## config.mk

```make
export PLATFORM = sky130hd
export DESIGN_NAME = esp_rd_prefetch
export DESIGN_NICKNAME = d
export VERILOG_FILES = /design/src/rtl/esp_pkg.sv /design/src/rtl/esp_rd_fifo.sv /design/src/rtl/esp_rd_prefetch.sv
export SDC_FILE = /design/constraint.sdc
export NUM_CORES = 1
export LEC_CHECK = 0
export ABC_CLOCK_PERIOD_IN_PS = 4200
export CORE_MARGIN = 5
export CORE_UTILIZATION = 45
export DETAILED_ROUTE_END_ITERATION = 8
export GPL_TIMING_DRIVEN = 0
export PLACE_DENSITY = 0.82
export SETUP_SLACK_MARGIN = 0.2
export SYNTH_ARGS = -nofsm -noshare
export SYNTH_HDL_FRONTEND = slang
export SYNTH_HIERARCHICAL = 1
export SYNTH_SLANG_ARGS = --single-unit
```

## constraint.sdc

```tcl
create_clock -name spi_clk -period 4.2 [get_ports spi_clk]
set_input_delay 0.63 -clock spi_clk [delete_from_list [all_inputs] [get_ports spi_clk]]
set_output_delay 0.63 -clock spi_clk [all_outputs]
set_load 0.05 [all_outputs]
```

## src/rtl/esp_pkg.sv

```systemverilog
// esp_pkg: constants and types shared across the ESP SPI datapath
package esp_pkg;
  localparam int ESP_MEM_ADDR_W = 14;
  localparam int ESP_BANKS = 2;
  localparam logic [7:0] ESP_CMD_MEM_RD = 8'h8F;
  typedef enum logic {RD_IDLE, RD_STREAM} rd_state_e;
endpackage

```

## src/rtl/esp_rd_fifo.sv

```systemverilog
// esp_rd_fifo: DEPTH x 8 prefetch FIFO with flush, async clear and combinational head
module esp_rd_fifo
  import esp_pkg::*;
#(
  parameter int DEPTH = 4
) (
  input  logic                     spi_clk,
  input  logic                     clr_n,
  input  logic                     flush,
  input  logic                     wr,
  input  logic [7:0]               wr_data,
  input  logic                     pop,
  output logic [7:0]               rd_data,
  output logic                     vld,
  output logic [$clog2(DEPTH):0]   count
);
  localparam int AW = $clog2(DEPTH);
  localparam int CW = AW + 1;
  logic [7:0] mem [DEPTH];
  logic [AW-1:0] wp, rp;
  logic do_wr, do_pop;
  assign vld = count != '0;
  assign do_wr = wr & ~flush;
  assign do_pop = pop & vld & ~flush;
  assign rd_data = vld ? mem[rp] : 8'h00;
  always_ff @(posedge spi_clk or negedge clr_n) begin
    if (!clr_n) begin
      wp <= '0;
      rp <= '0;
      count <= '0;
    end else if (flush) begin
      wp <= '0;
      rp <= '0;
      count <= '0;
    end else begin
      if (do_wr) wp <= wp + 1'b1;
      if (do_pop) rp <= rp + 1'b1;
      count <= count + CW'(do_wr) - CW'(do_pop);
    end
  end
  always_ff @(posedge spi_clk) begin
    if (do_wr) mem[wp] <= wr_data;
  end
endmodule

```

## src/rtl/esp_rd_prefetch.sv

```systemverilog
// esp_rd_prefetch: sequential RAM-bank reader feeding a small FIFO for the ESP SPI slave
module esp_rd_prefetch
  import esp_pkg::*;
#(
  parameter int DEPTH  = 4,
  parameter int ADDR_W = ESP_MEM_ADDR_W,
  parameter int CNT_W  = 16
) (
  input  logic              spi_clk,
  input  logic              rst_n,
  input  logic              i_spi_cs_n,
  input  logic              i_load,
  input  logic [ADDR_W-1:0] i_load_addr,
  input  logic              i_bank,
  input  logic              i_pop,
  output logic [7:0]        o_data,
  output logic              o_data_vld,
  output logic              o_ram_rd,
  output logic [ADDR_W:0]   o_ram_addr,
  input  logic [7:0]        i_ram_data,
  output logic              o_underrun,
  output logic [CNT_W-1:0]  o_byte_cnt
);
  localparam int CW = $clog2(DEPTH) + 1;
  localparam logic [CW:0] FULL = (CW+1)'(DEPTH);
  rd_state_e state, state_nxt;
  logic clr_n, bank, rd_q, pop_eff;
  logic [ADDR_W-1:0] rd_ptr;
  logic [CW-1:0] count;
  logic [CW:0] occ;
  assign clr_n = rst_n & ~i_spi_cs_n;
  assign pop_eff = i_pop & ~i_load;
  assign occ = {1'b0, count} + {{CW{1'b0}}, rd_q};
  assign o_ram_addr = {bank, rd_ptr};
  always_comb begin
    state_nxt = i_load ? RD_STREAM : state;
    o_ram_rd = (state == RD_STREAM) && (occ < FULL);
  end
  // rd_q marks a read whose data lands next edge; clearing it on load squashes that return
  always_ff @(posedge spi_clk or negedge clr_n) begin
    if (!clr_n) begin
      state <= RD_IDLE;
      bank <= 1'b0;
      rd_ptr <= '0;
      rd_q <= 1'b0;
      o_underrun <= 1'b0;
      o_byte_cnt <= '0;
    end else begin
      state <= state_nxt;
      if (i_load) begin
        bank <= i_bank;
        rd_ptr <= i_load_addr;
        rd_q <= 1'b0;
        o_byte_cnt <= '0;
      end else begin
        rd_q <= o_ram_rd;
        if (o_ram_rd) rd_ptr <= rd_ptr + 1'b1;
        if (pop_eff && ~&o_byte_cnt) o_byte_cnt <= o_byte_cnt + 1'b1;
        if (pop_eff && !o_data_vld) o_underrun <= 1'b1;
      end
    end
  end
  esp_rd_fifo #(.DEPTH(DEPTH)) u_fifo (
    .spi_clk (spi_clk),
    .clr_n   (clr_n),
    .flush   (i_load),
    .wr      (rd_q),
    .wr_data (i_ram_data),
    .pop     (pop_eff),
    .rd_data (o_data),
    .vld     (o_data_vld),
    .count   (count)
  );
endmodule

```

; After elaboration in Yosys (flattened, before gate mapping)
; Memory sizes are Yosys's and may differ from the RTL's.
; Cells that the tools add are included.
[classes]
order_cmp = 1
n_div = 0
n_eq_ne = 0
n_mul = 0
bitwise_logic = 7
mux = 13
n_reduce_logical = 12
shifts = 0
n_addsub = 7
[ops]
columns = operator, n
row1 = $mux W16, 2
row2 = $mux W14, 2
row3 = $add A16 B1 Y16 const B, 1
row4 = $reduce_and A16 Y1, 1
row5 = $add A14 B1 Y14 const B, 1
row6 = $mux W2, 4
row7 = $mux W8, 1
row8 = $reduce_bool A2 Y1, 4
row9 = $and A1 B1 Y1, 5
row10 = $add A2 B1 Y2 const B, 2
row11 = $add A3 B1 Y4, 1
row12 = $lt A4 B3 Y1 const B, 1
row13 = $add A3 B1 Y3, 1
row14 = $logic_and A1 B1 Y1, 3
row15 = $mux W1, 3
row16 = $mux W3, 1
row17 = $reduce_bool A3 Y1, 1
row18 = $sub A3 B1 Y3, 1
row19 = $logic_not A1 Y1, 2
row20 = $not A1 Y1, 2
row21 = $reduce_and A2 Y1, 1
[word_totals]
n_memories = 1
inputBits = 28
ramBits = 32
reg_bits = 41
rom_bits = 0
output_inout_bits = 42
latch_bits = 0
wordCells = 50
[mem_list]
columns = name, words, width, rd, rd_clocked_by_memory_dff, wr, line
row1 = u_fifo.mem, 4, 8, 1, 0, 1, esp_rd_fifo.sv:19  ; logic [7:0] mem [DEPTH];

; Depth between registers and ports, before layout
[depth]
word_depth = 6
mapped_depth = 11
depth_no_buf = 11

; Hierarchy
; The synthesis kept the hierarchy.
[by_module_without_submodules]
columns = module, instances, area_each_um2, cells_each, seq_area_each_um2
row1 = esp_rd_prefetch, 1, 1854.3, 199, 850.8
row2 = esp_rd_fifo, 1, 1670.4, 94, 1136.1

; Least setup slack after synthesis
; OpenSTA, ideal clock, no wires.
[synth_timing]
path_kind = reg2out
from = register u_fifo.count[1]
to = output port o_data[0]
path_buffers = 1
setup_slack_ps = 1921
arrival_time_ps = 1649
required_ps = 3570
stages_incl_launch_ff = 4
cell_sequence = dfrtp_1 or3_1 clkbuf_1 and2_1
[synth_via]
elab_chain_cells = 2
[synth_rtl]
columns = element, line
row1 = start: declaration, esp_rd_fifo.sv:15  ; output logic [$clog2(DEPTH):0] count
row2 = start signal: assignment, esp_rd_fifo.sv:38  ; count <= count + CW'(do_wr) - CW'(do_pop);
row3 = $reduce_bool A3 Y1, esp_rd_fifo.sv:22  ; assign vld = count != '0;
row4 = net o_data_vld, esp_rd_prefetch.sv:17  ; output logic o_data_vld,
row5 = $mux W8, esp_rd_fifo.sv:25  ; assign rd_data = vld ? mem[rp] : 8'h00;
row6 = end: declaration, esp_rd_prefetch.sv:16  ; output logic [7:0] o_data,
; The timed path passes the listed nets, and every way through them passes these cells.

; Final worst setup path
[layout_timing]
from = register u_fifo.count[2]
to = output port o_data[7]
[layout_via]
elab_chain_cells = 2
[layout_rtl]
columns = element, line
row1 = $reduce_bool A3 Y1, esp_rd_fifo.sv:22
row2 = $mux W8, esp_rd_fifo.sv:25
; No other way between the ends.

==> impl_metrics.json <==
{
  "path_class": "flop to output port",
  "dr.first_iter.drc_count": 134,
  "die_area_um2": 9700,
  "holdWs_ps": 509,
  "clk_path_buf_depth": 2,
  "overflow": 0,
  "totalPowerFinal_w": 0.00222,
  "final_max_slew_viol_count": 0,
  "num-fill-cells": 616,
  "tns_ps": 0,
  "area_growth_pct": 29.6,
  "chipHeight_um": 98.5,
  "cts_tree": "done",
  "crit_path_start": "u_fifo/count[2]",
  "wl_um": 7370,
  "pin_count": 70,
  "skew_ps": 11.2,
  "leakage_nw": 1.73,
  "cts_setup_buffers": 0,
  "stdcell_area_um2": 4570,
  "die_x_um": 98.5,
  "netlist_area_um2": 3520,
  "port_buffers": 69,
  "power_density_nw_per_um2": 485,
  "hold_buffers": 0,
  "hpwl_um": 5330,
  "ys_types": 47,
  "initial_utilization_pct": 45.8,
  "drive_above_1_share_pct": 9.50,
  "slew_headroom_pct": 45.3,
  "yosysSeqAreaShare_pct": 56.4,
  "r2r_slack_ps": 2020,
  "cts_buffers": 9,
  "timing.final.hold_violations": 0,
  "hold-path-cell-count": 1,
  "grt_pass1_wl_um": 12100,
  "min_period_ps": 2930,
  "core-area_um2": 7690,
  "synth_top_area_share_pct": 29.1,
  "max_freq_mhz": 341,
  "synth_warnings": 6,
  "endpoint_kind": "output port",
  "synth_cells": 293,
  "cp.arrival_ps": 2300,
  "rr_worst_depth": 9,
  "ys.flop_type": "dfrtp_1",
  "rows": 32,
  "synth_area_per_cell_um2": 12.0,
  "dr_total_vias": 2595,
  "grt_max_degree": 31,
  "worst_r2r_endpoint": "u_fifo/count[2]",
  "synthArstFlopShare_pct": 56.2,
  "worstSkewPairLatency_ps": 340,
  "nNetsFinal": 411,
  "fin_crit_sh_pct": 69.7,
  "antenna_found_initial": 0,
  "grt_pass1_vias": 2558,
  "vias_per_cell": 5.40,
  "tightest_slew_ps": 810,
  "yosysTopAreaCell": "dfrtp_1",
  "synthTopCellsByArea": "dfrtp_1 29%, edfxtp_1 27%, mux4_2 4.5%",
  "cts_htree_levels": 3,
  "finalSetupViolations": 0,
  "final_antenna_net_count": 0,
  "reg2reg_from": "u_fifo/count[2]",
  "root_buffer": "clkbuf_8",
  "synth-edff-count": 32,
  "synth_nets": 330,
  "cp.required_ps": 3570,
  "rsz0062_at_grt": "false",
  "path_clk_slew_ps": 70,
  "gr-usage-all-layers_pct": 15.4,
  "n_antenna_cell": 0,
  "clock_sinks": 73,
  "cts.repair.resized": 0,
  "status": "finished, final reports clean",
  "synthTopCellsByCount": "41 x dfrtp_1, 32 x edfxtp_1, 20 x nand2_1, 15 x and2_1, 15 x nor2_1",
  "drcViolationCount": 0,
  "critPathLaunchType": "flop",
  "post_drt_wl_per_cell_um": 15.3,
  "crit_fanout": 10,
  "drv_cap": 0,
  "whs_endpoint": "o_underrun",
  "synth_most_common_cell": "dfrtp_1",
  "holdCritPathClass": "flop to flop",
  "gp_congestion": 0.849,
  "firstDrtPassIters": 4,
  "worstHoldStart": "o_underrun",
  "synth.ff_latch_count": 73,
  "vdd_drop_max_mv": 0.362,
  "post_dp_cell_area_um2": 4370
}
[kinds of logic (layout without fill, tap and decap cells)]
group	Yosys count	in the layout	share of synthesized area (%)
and+or+nand+nor	117	117	18.6
DFF	73	73	56.4
AOI/OAI and AO/OA	46	46	8.56
buffers and inverters	23	109	2.84
muxes	14	14	7.06
xor gates and xnor gates	11	11	3.12
adders and majority gates	9	9	3.41
[where the power goes]
part           leakage [nW]  internal, W  switching (W)  total [W]
Sequential            0.824     0.000819      0.0000673   0.000887
Combinational         0.804     0.000300       0.000483   0.000783
Clock                 0.103     0.000306       0.000240   0.000545
Total                  1.73      0.00142       0.000790    0.00222
[final cells by class]
type	instances	area (µm²)	share of cell area [%]
inverters	12	45.0	0.986
clock inverters	3	40.0	0.876
flip-flops and latches	73	1990	43.5
clock buffers	13	159	3.48
repair buffers	70	711	15.6
multi-input cells	197	1450	31.6
well taps	102	128	2.79
plain buffers	11	55.1	1.20
[how the worst max path moves through the flow]
stage,end,slack [ps],cells after the start
3_5_place_dp,u_fifo/count[2],1040,12
4_1_cts,o_data[7],1230,4
6_report,o_data[7],1270,4
2_1_floorplan,bank,1110,1
3_3_place_gp,o_byte_cnt[9],-360,2
5_1_grt,o_data[5],1150,4
[layout by cell type (no fill, tap or decap), types with 4 or more instances in the layout]
cell / count
a21oi_1: 8
and2_1: 15
clkbuf_1: 9
clkbuf_8: 11
clkdlybuf4s50_1: 69
dfrtp_1: 41
edfxtp_1: 32
ha_1: 8
inv_1: 12
mux2_2: 4
mux4_2: 7
nand2_1: 20
nand3_1: 13
nand4_1: 12
nor2_1: 15
nor2b_1: 6
o211ai_1: 5
o21ai_0: 13
o31ai_1: 8
or3_1: 9
or4_1: 9
xor2_1: 8
[stage by stage]
stage                     cells  setup WS, ps  util, %
after floorplan             293          1110        -
after global placement      464          -358     56.5
after detailed placement    465          1040     56.9
after CTS                   481          1230     59.4
after global routing        481          1150     59.4
final                       481          1270     59.4
[registers in the layout (all words and copies together), names as in the netlist]
register,flops
o_byte_cnt,16
u_fifo/count,3
rd_q,1
rd_ptr,14
state,1
u_fifo/rp,2
o_underrun,1
u_fifo/wp,2
u_fifo/mem,32
bank,1
[critical path, cell delays in order, from the launching register on]
cell,delay (ps)
dfrtp_1,450
or3_1,390
clkbuf_1,230
and2_1,210
clkdlybuf4s50_1,700
[routing by layer]
metal | up-vias | share of wire [%] | track usage (%)
li1 | 1270 | - | -
met1 | 1266 | 43 | 19.3
met2 | 54 | 52 | 26.0
met3 | 5 | 3.8 | 3.61
met4 | 0 | 1.3 | 5.57
met5 | - | 0 | 0
Power figures use the tool's default switching activity.
